### src/rtl/dabble_seq.sv
// dabble_seq
//   Sequencer in front of a bit-serial double-dabble register chain.
//   On an accepted start it latches a binary word and clears the chain for one
//   cycle. It then streams the word into the chain MSB-first, one bit per shift
//   cycle, and latches the chain's parallel BCD digits with a one-cycle done
//   pulse.
//
// Ports
//   clk          rising-edge clock
//   rst_n        asynchronous active-low reset
//   start        conversion request, only honoured in IDLE
//   bin          binary word, latched when start is accepted
//   busy         conversion in progress (low in the done cycle)
//   chain_clr    synchronous clear to the dabble chain
//   chain_shift  shift enable to the dabble chain
//   chain_din    serial bit into the chain's least-significant cell
//   chain_bcd    parallel digits from the chain, digit 0 in [3:0]
//   bcd          latched result, held until the next capture
//   done         one-cycle pulse, bcd valid from this cycle on
//
// state   | meaning
// --------+-----------------------------------------------------------
// IDLE    | waiting for start; done may be high for one cycle here
// CLEAR   | chain_clr asserted, chain being zeroed
// SHIFT   | chain_shift asserted, one bin_q bit fed per edge
// CAPTURE | chain settled, digits latched into bcd on the next edge

module dabble_seq #(
   parameter int WIDTH  = 8,
   parameter int DIGITS = 3
) (
   input  logic                  clk,
   input  logic                  rst_n,
   input  logic                  start,
   input  logic [WIDTH-1:0]      bin,
   output logic                  busy,
   output logic                  chain_clr,
   output logic                  chain_shift,
   output logic                  chain_din,
   input  logic [4*DIGITS-1:0]   chain_bcd,
   output logic [4*DIGITS-1:0]   bcd,
   output logic                  done
);

   // Number of decimal digits needed to hold 2^w - 1.
   function automatic int digits_needed(input int w);
      longint unsigned v;
      int              n;
      v = (w >= 64) ? 64'hFFFF_FFFF_FFFF_FFFF : ((64'd1 << w) - 64'd1);
      n = 1;
      v = v / 64'd10;
      while (v != 64'd0) begin
         n++;
         v = v / 64'd10;
      end
      return n;
   endfunction

   localparam int DIG_NEED = digits_needed(WIDTH);

   generate
      if (WIDTH < 1) begin : g_bad_width
         $error("dabble_seq: WIDTH must be at least 1");
      end
      if (DIGITS < DIG_NEED) begin : g_bad_digits
         $error("dabble_seq: DIGITS=%0d cannot hold 2^%0d-1", DIGITS, WIDTH);
      end
   endgenerate

   localparam int              CW       = (WIDTH > 1) ? $clog2(WIDTH) : 1;
   localparam logic [CW-1:0]   CNT_LAST = CW'(WIDTH - 1);
   localparam logic [CW-1:0]   CNT_ONE  = CW'(1);

   typedef enum logic [1:0] {
      IDLE    = 2'd0,
      CLEAR   = 2'd1,
      SHIFT   = 2'd2,
      CAPTURE = 2'd3
   } state_t;

   state_t                 state_q, state_d;
   logic [WIDTH-1:0]       bin_q, bin_d;
   logic [WIDTH-1:0]       bin_shl;
   logic [CW-1:0]          cnt_q, cnt_d;
   logic                   busy_d, clr_d, shift_d, din_d, done_d;
   logic [4*DIGITS-1:0]    bcd_d;

   assign bin_shl = bin_q << 1;

   always_ff @(posedge clk or negedge rst_n) begin
      if (!rst_n) begin
         state_q     <= IDLE;
         bin_q       <= '0;
         cnt_q       <= '0;
         busy        <= 1'b0;
         chain_clr   <= 1'b0;
         chain_shift <= 1'b0;
         chain_din   <= 1'b0;
         bcd         <= '0;
         done        <= 1'b0;
      end else begin
         state_q     <= state_d;
         bin_q       <= bin_d;
         cnt_q       <= cnt_d;
         busy        <= busy_d;
         chain_clr   <= clr_d;
         chain_shift <= shift_d;
         chain_din   <= din_d;
         bcd         <= bcd_d;
         done        <= done_d;
      end
   end

   always_comb begin
      state_d = state_q;
      bin_d   = bin_q;
      cnt_d   = cnt_q;
      busy_d  = busy;
      clr_d   = 1'b0;
      shift_d = chain_shift;
      din_d   = chain_din;
      bcd_d   = bcd;
      done_d  = 1'b0;

      unique case (state_q)
         IDLE: begin
            if (start) begin
               state_d = CLEAR;
               bin_d   = bin;
               busy_d  = 1'b1;
               clr_d   = 1'b1;
            end
         end
         CLEAR: begin
            state_d = SHIFT;
            cnt_d   = '0;
            shift_d = 1'b1;
            din_d   = bin_q[WIDTH-1];
         end
         SHIFT: begin
            // chain_din is registered, so it is loaded with the MSB that
            // bin_q will hold after this edge.
            bin_d = bin_shl;
            cnt_d = cnt_q + CNT_ONE;
            din_d = bin_shl[WIDTH-1];
            if (cnt_q == CNT_LAST) begin
               state_d = CAPTURE;
               cnt_d   = '0;
               shift_d = 1'b0;
               din_d   = 1'b0;
            end
         end
         CAPTURE: begin
            state_d = IDLE;
            bcd_d   = chain_bcd;
            done_d  = 1'b1;
            busy_d  = 1'b0;
         end
         default: begin
            state_d = IDLE;
         end
      endcase
   end

endmodule

### config.mk
export PLATFORM = sky130hd
export DESIGN_NAME = dabble_seq
export DESIGN_NICKNAME = d
export VERILOG_FILES = /design/src/rtl/dabble_seq.sv
export SDC_FILE = /design/constraint.sdc
export NUM_CORES = 1
export LEC_CHECK = 0
export ABC_AREA = 1
export BUFFER_PORTS_ARGS = -buffer_cell sky130_fd_sc_hd__buf_4
export CORE_MARGIN = 2
export CORE_UTILIZATION = 39
export DETAILED_ROUTE_END_ITERATION = 10
export SLEW_MARGIN = 20
export SYNTH_ARGS = -nofsm -noshare
export SYNTH_HDL_FRONTEND = slang
export SYNTH_SLANG_ARGS = --single-unit
### constraint.sdc
create_clock -name clk -period 3.3 [get_ports clk]
set_clock_uncertainty 0.15 [all_clocks]
set_input_delay 0.33 -clock clk [delete_from_list [all_inputs] [get_ports clk]]
set_output_delay 0.33 -clock clk [all_outputs]
set_load 0.05 [all_outputs]
After elaboration in Yosys (flattened, before gate mapping)
Index checks and enable logic that the tools add are counted.

Bits in registers: 30. Bits of input ports: 23.

Mux-type cells: 16. Equality and inequality tests: 6. Reductions and logical operators: 8. Add/subtract/negate cells: 1.

Operators with widths (count): one-hot mux 8 bit (2 select lines) (1); 2-to-1 mux 8 bit (1); one-hot mux 2 bit (4 select lines) (1); AND reduction 2 bit (4); 2-to-1 mux 1 bit (6); one-hot mux 1 bit (2 select lines) (3); one-hot mux 3 bit (2 select lines) (1); nonzero test 2 bit (3); equality test 2 bit (second input constant) (2); 2-to-1 mux 2 bit (2); != test 2 bit (second input constant) (2); adder 3 x 1 -> 3 bit (second input constant) (1); equality test 3 bit (second input constant) (1); 2-to-1 mux 3 bit (1); equality test 2 x 1 -> 1 bit (second input constant) (1); logical NOT 2 bit (1).

Depth between registers and ports, before layout
Gate-level depths: netlist of the first run.

Depth in word-level cells: 3. Mapped depth: 7.

Worst setup path before layout of the first run
OpenSTA, ideal clock, no wires.

Path kind: register to register. Start point: register state_q[0]. End point: register state_q[0]. Arrival: 1.103 ns. Buffers on the path: 0. Cell stages (with the launch flop): 6. Library setup time: 0.118 ns. Required time: 3.032 ns. Clock period less this slack: 1.371 ns. Path slack: 1.929 ns. Path through: dfrtp_1 inv_1 ha_1 or2_2 nand3_1 nand2_1.

Longest elaborated chain between the ends: 3.

RTL lines: start: declaration (line 81) `state_t state_q, state_d;`; start signal: assignment (line 102) `state_q <= state_d;`; equality test 2 bit or logical NOT 2 bit (tied branches) (line 125) `unique case (state_q)`; != test 2 bit (no source line); AND reduction 2 bit (no source line).

Parallel ways exist; a longest one is shown, timed or not. A chain may end at the register's enable or synchronous reset.

Final worst setup path of the first run
Start point: register state_q[0]. End point: register bin_q[2].

Longest elaborated chain between the ends: 3.

RTL lines: equality test 2 bit or logical NOT 2 bit (tied branches) (line 125); nonzero test 2 bit (no source line) or != test 2 bit (tied branches); AND reduction 2 bit (no source line); end signal: assignment (line 103) `bin_q <= bin_d;`; end: declaration (line 82) `logic [WIDTH-1:0] bin_q, bin_d;`.

Parallel ways exist; a longest one is shown, timed or not.

==> run summary, run 1 <==
Iter 0 DRT Violations = 20
Crit path kind = flop to flop
Area leader, netlist = dfrtp_1
CTS root buf = clkbuf_4
Routed vias/inst = 4.52
Initial Util = 0.408
DR pass1 iterations = 4
Fillers = 322
Status = complete, no violations
Mapped Area = 0.00137 mm2
Crit share post-route = 0.538
Initial antenna violation count = 0
Largest cells by area after synthesis = dfrtp_1 (55%), nand2_1 (19%), ha_1 (6.4%)
WL/cell = 11.5 um
Synthesized area per cell = 8.43 um2
Pin count of the biggest net entering global routing = 31
Max clock buf depth = 2
Share of cells above drive strength 1 = 0.250
Yosys warns = 0
Cts repair resizes = 0
Final worst setup slack = 1520 ps
Die height = 63.4 um
Type of origin of the critical path = flop
Die W = 63.4 um
Clk slew on worst S/H paths = 100 ps
WL final = 2.92 mm
Die area = 0.00401 mm2
Post-synthesis sequential area ratio = 0.546
Fin. Hold Viols = 0
Gp weighted congestion = 0.780
TritonCTS Sinks = 30
Total Neg Setup Slack = 0 ps
Required time worst endpoint = 3420 ps
Int Power = 0.000999 W
Synth Register Bits = 30
Clock power frac = 0.147
Via count = 1,149
Place WS = 1540 ps
IO Count = 40
Switching part of the total = 0.483
Crit end category = flop
Core ar. = 0.00336 mm2
Comb pwr share = 0.528
Synth top area share = 0.546
Crit Path Max Fanout = 14
Final Util = 0.532
Fin. max-slew vios = 0
Antenna Violating Nets Remaining = 0
# diodes = 0
Asr flop ratio synth = 1.00
Total gr overflow = 0
Vias in the first global route = 1,141
Reg power frac = 0.326
Final setup violation count = 0
Hold crit path type = input pin to flop
Setup Buffers After CTS = 0
Crit path DAT = 1900 ps
VDD IR-drop max = 0.343 mV
Post-synth EDFFs = 0
Yosys cell types = 13
CTS tree = done
Fmax achieved = 563 MHz
RSZ-0062 raised after global routing = no
PD cells = 1080 mW/mm2
Pwr Total = 0.00193 W
Rel. slew slack = 0.510
Synth top cells by count = nand2_1 (68), dfrtp_1 (30), inv_1 (20)
Finished Cell Area = 0.00179 mm2
CTS Buf Count = 5
Core Rows = 21
Top_reg_cell synth = dfrtp_1
Minimum clock period = 1780 ps
IO Port Bufs = 39
Max Cap Violations = 0
Layout area overhead = 30.3%
Syn Nets = 193
CTS Hold Bufs = 1
Clock Latency Late Sink = 320 ps
First-pass GRT wire length = 5.18 mm
H-tree Lvls = 2
Worst slew pin tran = 736 ps
DRC Markers = 0
Most frequent cell after synthesis = nand2_1
Pleak = 1.00 nW
HPWL after DPL = 2.12 mm
Overall global routing resource usage = 0.169
P_sw = 0.000933 W
Final net count = 237
Cell area after placement = 0.00170 mm2
Cells after Synth = 163
## cell type report
cell class	instances	area [um2]	share of cell area
sequential	30	751	0.419
multi-input combinational	109	523	0.292
tap	46	57.6	0.0321
inverter	21	78.8	0.0440
clock inverter	3	40.0	0.0224
clock buffer	5	37.5	0.0210
timing repair buffer	40	303	0.169
## state kept, by name, summed over array words and instances, names as in the netlist
register     cells
bcd             12
bin_q            8
cnt_q            3
state_q          2
busy             1
chain_clr        1
chain_din        1
chain_shift      1
done             1
## power groups by stage
stage / Sequential (W) / Clock [W] / Combinational, W
2_1_floorplan: 0.000938 / 0 / 0.000434
3_3_place_gp: 0.000626 / 0 / 0.00101
3_5_place_dp: 0.000636 / 0 / 0.00103
6_report: 0.000629 / 0.000283 / 0.00102
5_1_grt: 0.000650 / 0.000313 / 0.00113
4_1_cts: 0.000631 / 0.000294 / 0.00103
## layer usage
metal  up-vias  GRT usage  wire length, um
met5         -          0                0
met4         0     0.0734               55
met3         7     0.0643              231
met2        41      0.259             1280
met1       510      0.212             1350
li1        591          -                -
## stage by stage
stage	hold slack, ps	cells
final	55.5	254
after global routing	41.0	254
after CTS	42.2	254
after detailed placement	128	245
after global placement	128	245
after floorplan	-116	163
## worst paths after layout
path,startpoint,end,slack (ps),cells after the start
min in group asynchronous,rst_n,bcd[9],300,2
setup reg to reg,state_q[0],bin_q[2],1520,6
hold / removal,chain_bcd[10],bcd[10],60,3
max in group asynchronous,rst_n,bcd[1],2430,2
hold reg to reg,chain_din,chain_din,350,2
setup / recovery,state_q[0],bin_q[2],1520,6
## logic make-up after synthesis
group | count (synthesis) | share of synthesized area
DFF | 30 | 0.546
AOI/OAI and AO/OA | 16 | 0.0583
and+or+nand+nor | 86 | 0.259
adders and majority gates | 7 | 0.0637
buffers and inverters | 24 | 0.0729
## layout by cell type, fill, tap and decap left out
cell / instances
nand2_4: 1
nand2_1: 68
or2_2: 1
clkbuf_4: 5
buf_4: 39
nand2_2: 2
inv_1: 20
o21ai_1: 1
nand3_1: 14
o21ai_0: 15
inv_2: 1
clkinv_2: 2
ha_1: 7
dlygate4sd3_1: 1
dfrtp_1: 30
bufinv_16: 1
## worst max-delay path: stages (launching register included)
cell and delay (ps):
dfrtp_1 440, inv_1 120, ha_1 480, nand2_2 250, nand2_4 160, nand2_1 60
nand2_1 60
Note: power is estimated with default switching activity, not from simulation.
==> run 2: changes to the inputs <==
--- a/config.mk
+++ b/config.mk
@@ -5,7 +5,7 @@
 export SDC_FILE = /design/constraint.sdc
 export NUM_CORES = 1
 export LEC_CHECK = 0
-export ABC_AREA = 1
+export ABC_AREA = 0
 export BUFFER_PORTS_ARGS = -buffer_cell sky130_fd_sc_hd__buf_4
 export CORE_MARGIN = 2
 export CORE_UTILIZATION = 39
==> constraint.sdc (replaced) <==
create_clock -name clk -period 1.6 [get_ports clk]
set_clock_uncertainty 0.15 [all_clocks]
set_input_delay 0.16 -clock clk [delete_from_list [all_inputs] [get_ports clk]]
set_output_delay 0.16 -clock clk [all_outputs]
set_load 0.05 [all_outputs]
==> run summary, run 2 <==
Largest cells by area after synthesis = dfrtp_1 (52%), mux2_2 (12%), o22ai_1 (6.5%)
Via count = 1,152 (+0.26%)
CTS root buf = clkbuf_8
Hold crit path type = input pin to flop
Core ar. = 0.00361 mm2 (+7.2%)
Max reg flops = 12 (unchanged)
Max clock buf depth = 2 (unchanged)
Layout area overhead = 50.8%
Yosys warns = 0 (unchanged)
Fmax achieved = 619 MHz (+10%)
Biggest register = bcd
Iter 0 DRT Violations = 37 (+85%)
Antenna Violating Nets Remaining = 0 (unchanged)
Fin. Hold Viols = 0 (unchanged)
Overall global routing resource usage = 0.171 (+0.00237)
Most frequent cells in the layout = buf_4 (51), dfrtp_1 (29), mux2_2 (14)
WL/cell = 14.1 um (+22%)
Final worst setup slack = -14.5 ps (-1540 ps)
Reg-to-Reg End = state_q[1]
Fin Hold WS = 23.4 ps (-32.1 ps)
Register-to-register setup slack = -10 ps (-1540 ps)
Final setup violation count = 1 (+1)
CTS Buf Count = 5 (unchanged)
Minimum clock period = 1610 ps (-162 ps)
Most frequent cell after synthesis = dfrtp_1
IO Port Bufs = 39 (unchanged)
Comb pwr share = 0.598 (+0.070)
# diodes = 0 (unchanged)
Die W = 64.6 um (+2.0%)
Clock power frac = 0.124 (-0.023)
Vias in the first global route = 1,177 (+3.2%)
TritonCTS Sinks = 30 (unchanged)
Status = finished, violations left
Worst Hold Depth = 3 (unchanged)
Cells after Synth = 118 (-28%)
Pleak = 0.999 nW (-0.15%)
Fillers = 311 (-3.4%)
Core Rows = 22 (+4.8%)
Die area = 0.00418 mm2 (+4.1%)
Biggest regs = bcd (12), bin_q (8), cnt_q (3)
Share of cells above drive strength 1 = 0.514 (+0.264)
Initial antenna violation count = 0 (unchanged)
Mapped Area = 0.00143 mm2 (+4.4%)
Initial Util = 0.398 (-0.0108)
Max Cap Violations = 0 (unchanged)
Rel. slew slack = 0.744 (+0.235)
DR pass1 iterations = 3 (-1)
Crit Path Max Fanout = 2 (-12)
Clk slew on worst S/H paths = 70 ps (-30 ps)
CTS tree = done
HPWL after DPL = 2.00 mm (-5.6%)
Finished Cell Area = 0.00216 mm2 (+21%)
Crit end category = flop
P_sw = 0.00214 W (+130%)
Cell area after placement = 0.00180 mm2 (+5.7%)
Synth top cells by count = dfrtp_1 (30), mux2_2 (15), o22ai_1 (15)
IO Count = 40 (unchanged)
CP Launch Point = cnt_q[1]
Worst Setup EP = state_q[1]
Synthesized area per cell = 12.2 um2 (+44%)
Int Power = 0.00285 W (+190%)
PD cells = 2310 mW/mm2 (+110%)
Commonest non-fill, non-tap cell in the layout = buf_4
Switching part of the total = 0.429 (-0.0543)
Reg power frac = 0.278 (-0.048)
Yosys cell types = 25 (+12)
Worst slew pin tran = 383 ps (-352 ps)
M1 WL = 1.33 mm (-1.0%)
Crit path DAT = 1620 ps (-280 ps)
Synth Register Bits = 30 (unchanged)
Pin count of the biggest net entering global routing = 31 (unchanged)
Place WS = -120 ps (-1660 ps)
Post-synth EDFFs = 0 (unchanged)
Crit share post-route = 1.01 (+0.471)
Violated checks = negative setup slack
Number of cells on the worst reg-to-reg path = 5 (-1)
WL final = 3.28 mm (+12%)
Top_reg_cell synth = dfrtp_1
Highest routed layer = met4
Required time worst endpoint = 1610 ps (-1810 ps)
WL met3 = 221 um (-4.3%)
Area leader, netlist = dfrtp_1
Total gr overflow = 0 (unchanged)
H-tree Lvls = 2 (unchanged)
Synth top area share = 0.524 (-0.0229)
VDD IR-drop max = 0.962 mV (+180%)
RSZ-0062 raised after global routing = yes
Crit path kind = flop to flop
Syn Nets = 148 (-23%)
Origin of the critical flop-to-flop path = cnt_q[1]
Final net count = 214 (-9.7%)
First-pass GRT wire length = 5.28 mm (+1.9%)
Asr flop ratio synth = 1.00 (unchanged)
Type of origin of the critical path = flop
Routed vias/inst = 4.94 (+9.3%)
Die height = 64.6 um (+2.0%)
Gp weighted congestion = 0.717 (-8.2%)
Clock Latency Late Sink = 280 ps (-40 ps)
Met2 WL post-DR = 1.68 mm (+31%)
DRC Markers = 0 (unchanged)
Fin. max-slew vios = 0 (unchanged)
Post-synthesis sequential area ratio = 0.524 (-0.0229)
==> run 2: per-stage QoR <==
stage | power, W | setup TNS (ps) | std cells | util
floorplan | 0.00331 | 0 | 118 | -
global placement | 0.00392 | -1210 | 205 | 0.499
detailed placement | 0.00399 | -2220 | 205 | 0.499
CTS | 0.00483 | 0 | 231 | 0.579
global route | 0.00532 | -234 | 233 | 0.600
finish | 0.00499 | -14.5 | 233 | 0.600
==> run 2: kinds of logic (layout without fill, tap and decap cells) <==
| kind of cell | Yosys count | count (layout) | share of synthesized area |
|---|---|---|---|
| AOI/OAI and AO/OA | 31 | 31 | 0.137 |
| DFF | 30 | 30 | 0.524 |
| and+or+nand+nor | 14 | 14 | 0.0524 |
| buffers and inverters | 16 | 83 | 0.0593 |
| adders and majority gates | 7 | 7 | 0.0611 |
| muxes | 20 | 20 | 0.167 |
==> run 2: power by group through the flow <==
stage / Sequential [W] / Clock [W] / Combinational (W)
after CTS: 0.00136 / 0.000644 / 0.00283
final: 0.00139 / 0.000619 / 0.00299
after floorplan: 0.00204 / 0 / 0.00127
after detailed placement: 0.00136 / 0 / 0.00263
after global routing: 0.00143 / 0.000690 / 0.00320
after global placement: 0.00135 / 0 / 0.00257
==> run 2: worst max-delay path, cell delays in order (launching register included) <==
cell and delay [ps]:
dfrtp_1 360, ha_2 200, ha_4 120, and2b_2 240
nor2_4 130, mux2_4 300
==> run 2: per-layer routing <==
metal,vias up,global-route usage
met4,0,0.104
li1,554,-
met3,5,0.0451
met1,552,0.189
met5,-,0
met2,41,0.294
==> run 2: area by class of cell <==
| type | instances | area [um2] | area share |
|---|---|---|---|
| Clock buffer | 7 | 86.3 | 0.0399 |
| Clock inverter | 1 | 5.00 | 0.00231 |
| Inverter | 9 | 33.8 | 0.0156 |
| Multi-Input combinational cell | 72 | 689 | 0.319 |
| Sequential cell | 30 | 752 | 0.348 |
| Tap cell | 48 | 60.1 | 0.0278 |
| Timing Repair Buffer | 66 | 536 | 0.248 |
==> run 2: how the worst min path moves through the flow <==
stage | startpoint | endpoint | slack, ps
final | bin[6] | bin_q[6] | 20
after global routing | bin[6] | bin_q[6] | 30
after CTS | bin[6] | bin_q[6] | 20
after detailed placement | rst_n | bcd[2] | -40
after global placement | rst_n | bcd[1] | -40
after floorplan | rst_n | bcd[0] | -290
==> run 2: what timing repair did <==
action	in CTS	in global routing
buffers inserted	5	2
resized for setup	6	10
hold buffers	13	0
hold endpoints to repair	42	0
setup endpoints to repair	23	16
pin swaps	2	3
==> run 3: changes to the inputs <==
==> constraint.sdc (replaced) <==
create_clock -name clk -period 1.6 [get_ports clk]
set_clock_uncertainty 0.15 [all_clocks]
set_input_delay 0.32 -clock clk [delete_from_list [all_inputs] [get_ports clk]]
set_output_delay 0.32 -clock clk [all_outputs]
set_load 0.05 [all_outputs]
==> run summary, run 3 (same netlist as run 2, synthesis figures left out) <==
Family with the most delay on the worst path = flip-flops
Clock power frac = 0.125 (about the same)
Core Rows = 22 (unchanged)
Fmax achieved = 618 MHz (-0.18%)
Most frequent cells in the layout = buf_4 (52), dfrtp_1 (29), mux2_2 (14)
Die height = 64.6 um (unchanged)
Fin. Hold Viols = 0 (unchanged)
DRC Markers = 0 (unchanged)
Pleak = 0.944 nW (-5.5%)
Rel. slew slack = 0.747 (+0.00276)
Violated checks = negative setup slack
Worst slew pin tran = 379 ps (-4.14 ps)
CTS tree = done
Initial Util = 0.398 (unchanged)
WL met3 = 213 um (-3.6%)
Via count = 1,095 (-4.9%)
Buf/Inv on CP = 0 (unchanged)
Met2 WL post-DR = 1.49 mm (-11%)
Share of cells above drive strength 1 = 0.543 (+0.0298)
Required time worst endpoint = 1610 ps (about the same)
P_sw = 0.00211 W (-1.6%)
Clock Latency Late Sink = 280 ps (about the same)
H-tree Lvls = 2 (unchanged)
Antenna Violating Nets Remaining = 0 (unchanged)
Commonest non-fill, non-tap cell in the layout = buf_4
Vias in the first global route = 1,119 (-4.9%)
Int Power = 0.00281 W (-1.4%)
Slowest stage cell, crit path = dfrtp_1
DR pass1 iterations = 3 (unchanged)
Final Util = 0.563 (-0.0364)
CP cell instances = ha_2, ha_4, and2b_2, nor2_4, mux2_4
Final setup violation count = 1 (unchanged)
Max Cap Violations = 0 (unchanged)
Biggest regs = bcd (12), bin_q (8), cnt_q (3)
Total gr overflow = 0 (unchanged)
Crit-path max cell delay = 370 ps (about the same)
Final worst setup slack = -17.4 ps (-2.92 ps)
Max clock buf depth = 2 (unchanged)
Layout area overhead = 41.6%
Highest routed layer = met4
Crit path DAT = 1630 ps (about the same)
Overall global routing resource usage = 0.159 (-0.0119)
Die W = 64.6 um (unchanged)
First-pass GRT wire length = 4.93 mm (-6.7%)
PD cells = 2420 mW/mm2 (+4.9%)
Comb pwr share = 0.595 (-0.003)
Die area = 0.00418 mm2 (unchanged)
Switching part of the total = 0.428 (-0.000632)
Initial antenna violation count = 0 (unchanged)
Pin count of the biggest net entering global routing = 31 (unchanged)
Reg power frac = 0.280 (+0.002)
WL final = 3.02 mm (-7.8%)
# diodes = 0 (unchanged)
Status = finished, violations left
CTS Buf Count = 5 (unchanged)
Crit share post-route = 1.01 (+0.00183)
Core ar. = 0.00361 mm2 (unchanged)
Hold crit path type = input pin to flop
IO Count = 40 (unchanged)
Iter 0 DRT Violations = 24 (-35%)
Final net count = 202 (-5.6%)
M1 WL = 1.27 mm (-4.7%)
RSZ-0062 raised after global routing = yes
Minimum clock period = 1620 ps (+2.92 ps)
Crit path kind = flop to flop
Gp weighted congestion = 0.717 (unchanged)
Biggest register = bcd
Clk slew on worst S/H paths = 60 ps (about the same)
Fin. max-slew vios = 0 (unchanged)
Type of origin of the critical path = flop
CTS root buf = clkbuf_8
VDD IR-drop max = 0.948 mV (-1.5%)
WL/cell = 13.7 um (-2.8%)
Pwr Total = 0.00492 W (-1.5%)
TritonCTS Sinks = 30 (unchanged)
Max reg flops = 12 (unchanged)
Routed vias/inst = 4.95 (+0.21%)
Crit end category = flop
HPWL after DPL = 2.00 mm (unchanged)
IO Port Bufs = 39 (unchanged)
Crit Path Max Fanout = 2 (unchanged)
[run 3: changes by cell type in the layout (fill, tap and decap cells not counted), sizes merged]
cell	previous run	this run
dlygate4sd3	13	1
[run 3: worst paths after layout]
check / startpoint / end / slack (ps) / depth (start not counted)
max: cnt_q[1] / state_q[1] / -20 / 5
min: chain_bcd[7] / bcd[7] / 120 / 2
max reg2reg: cnt_q[1] / state_q[1] / -20 / 5
min reg2reg: bcd[11] / bcd[11] / 360 / 1
max in group asynchronous: rst_n / state_q[1] / 630 / 2
min in group asynchronous: rst_n / bin_q[4] / 370 / 2
[run 3: power by group through the flow]
stage	combinational, W	sequential [W]	clock, W
after floorplan	0.00127	0.00204	0
after global placement	0.00257	0.00135	0
after detailed placement	0.00263	0.00136	0
after CTS	0.00280	0.00136	0.000644
after global routing	0.00314	0.00142	0.000686
final	0.00293	0.00138	0.000616
[run 3: per-layer routing]
layer | vias to the layer above | global-route usage
met5 | - | 0
met3 | 5 | 0.0469
li1 | 532 | -
met4 | 0 | 0.104
met2 | 37 | 0.272
met1 | 521 | 0.171
[run 3: cell type report]
| type | instances | area, um2 |
|---|---|---|
| flip-flops and latches | 30 | 752 |
| clock buffers | 7 | 86.3 |
| multi-input cells | 72 | 682 |
| clock inverters | 1 | 5.00 |
| inverters | 9 | 33.8 |
| repair buffers | 54 | 412 |
| well taps | 48 | 60.1 |
| fillers | 327 | 1580 |
[run 3: through the flow]
step                TNS, ps  worst slack (ps)  cell area [um2]  std cells  hold WS [ps]
floorplan                 0              23.0             1450        118          -126
detailed placement    -2220              -120             1800        205           120
finish                -17.4             -17.4             2030        221           121
global placement      -1210             -82.9             1800        205           117
CTS                       0              3.26             1970        219           113
global route           -322             -53.0             2030        221           110
[run 3: timing repair]
action,in CTS,in global routing
buffers inserted,5,2
gates resized for setup,6,8
endpoints found under the setup margin,23,18
hold endpoints to repair,30,0
hold buffers,1,0
pin swaps,2,3
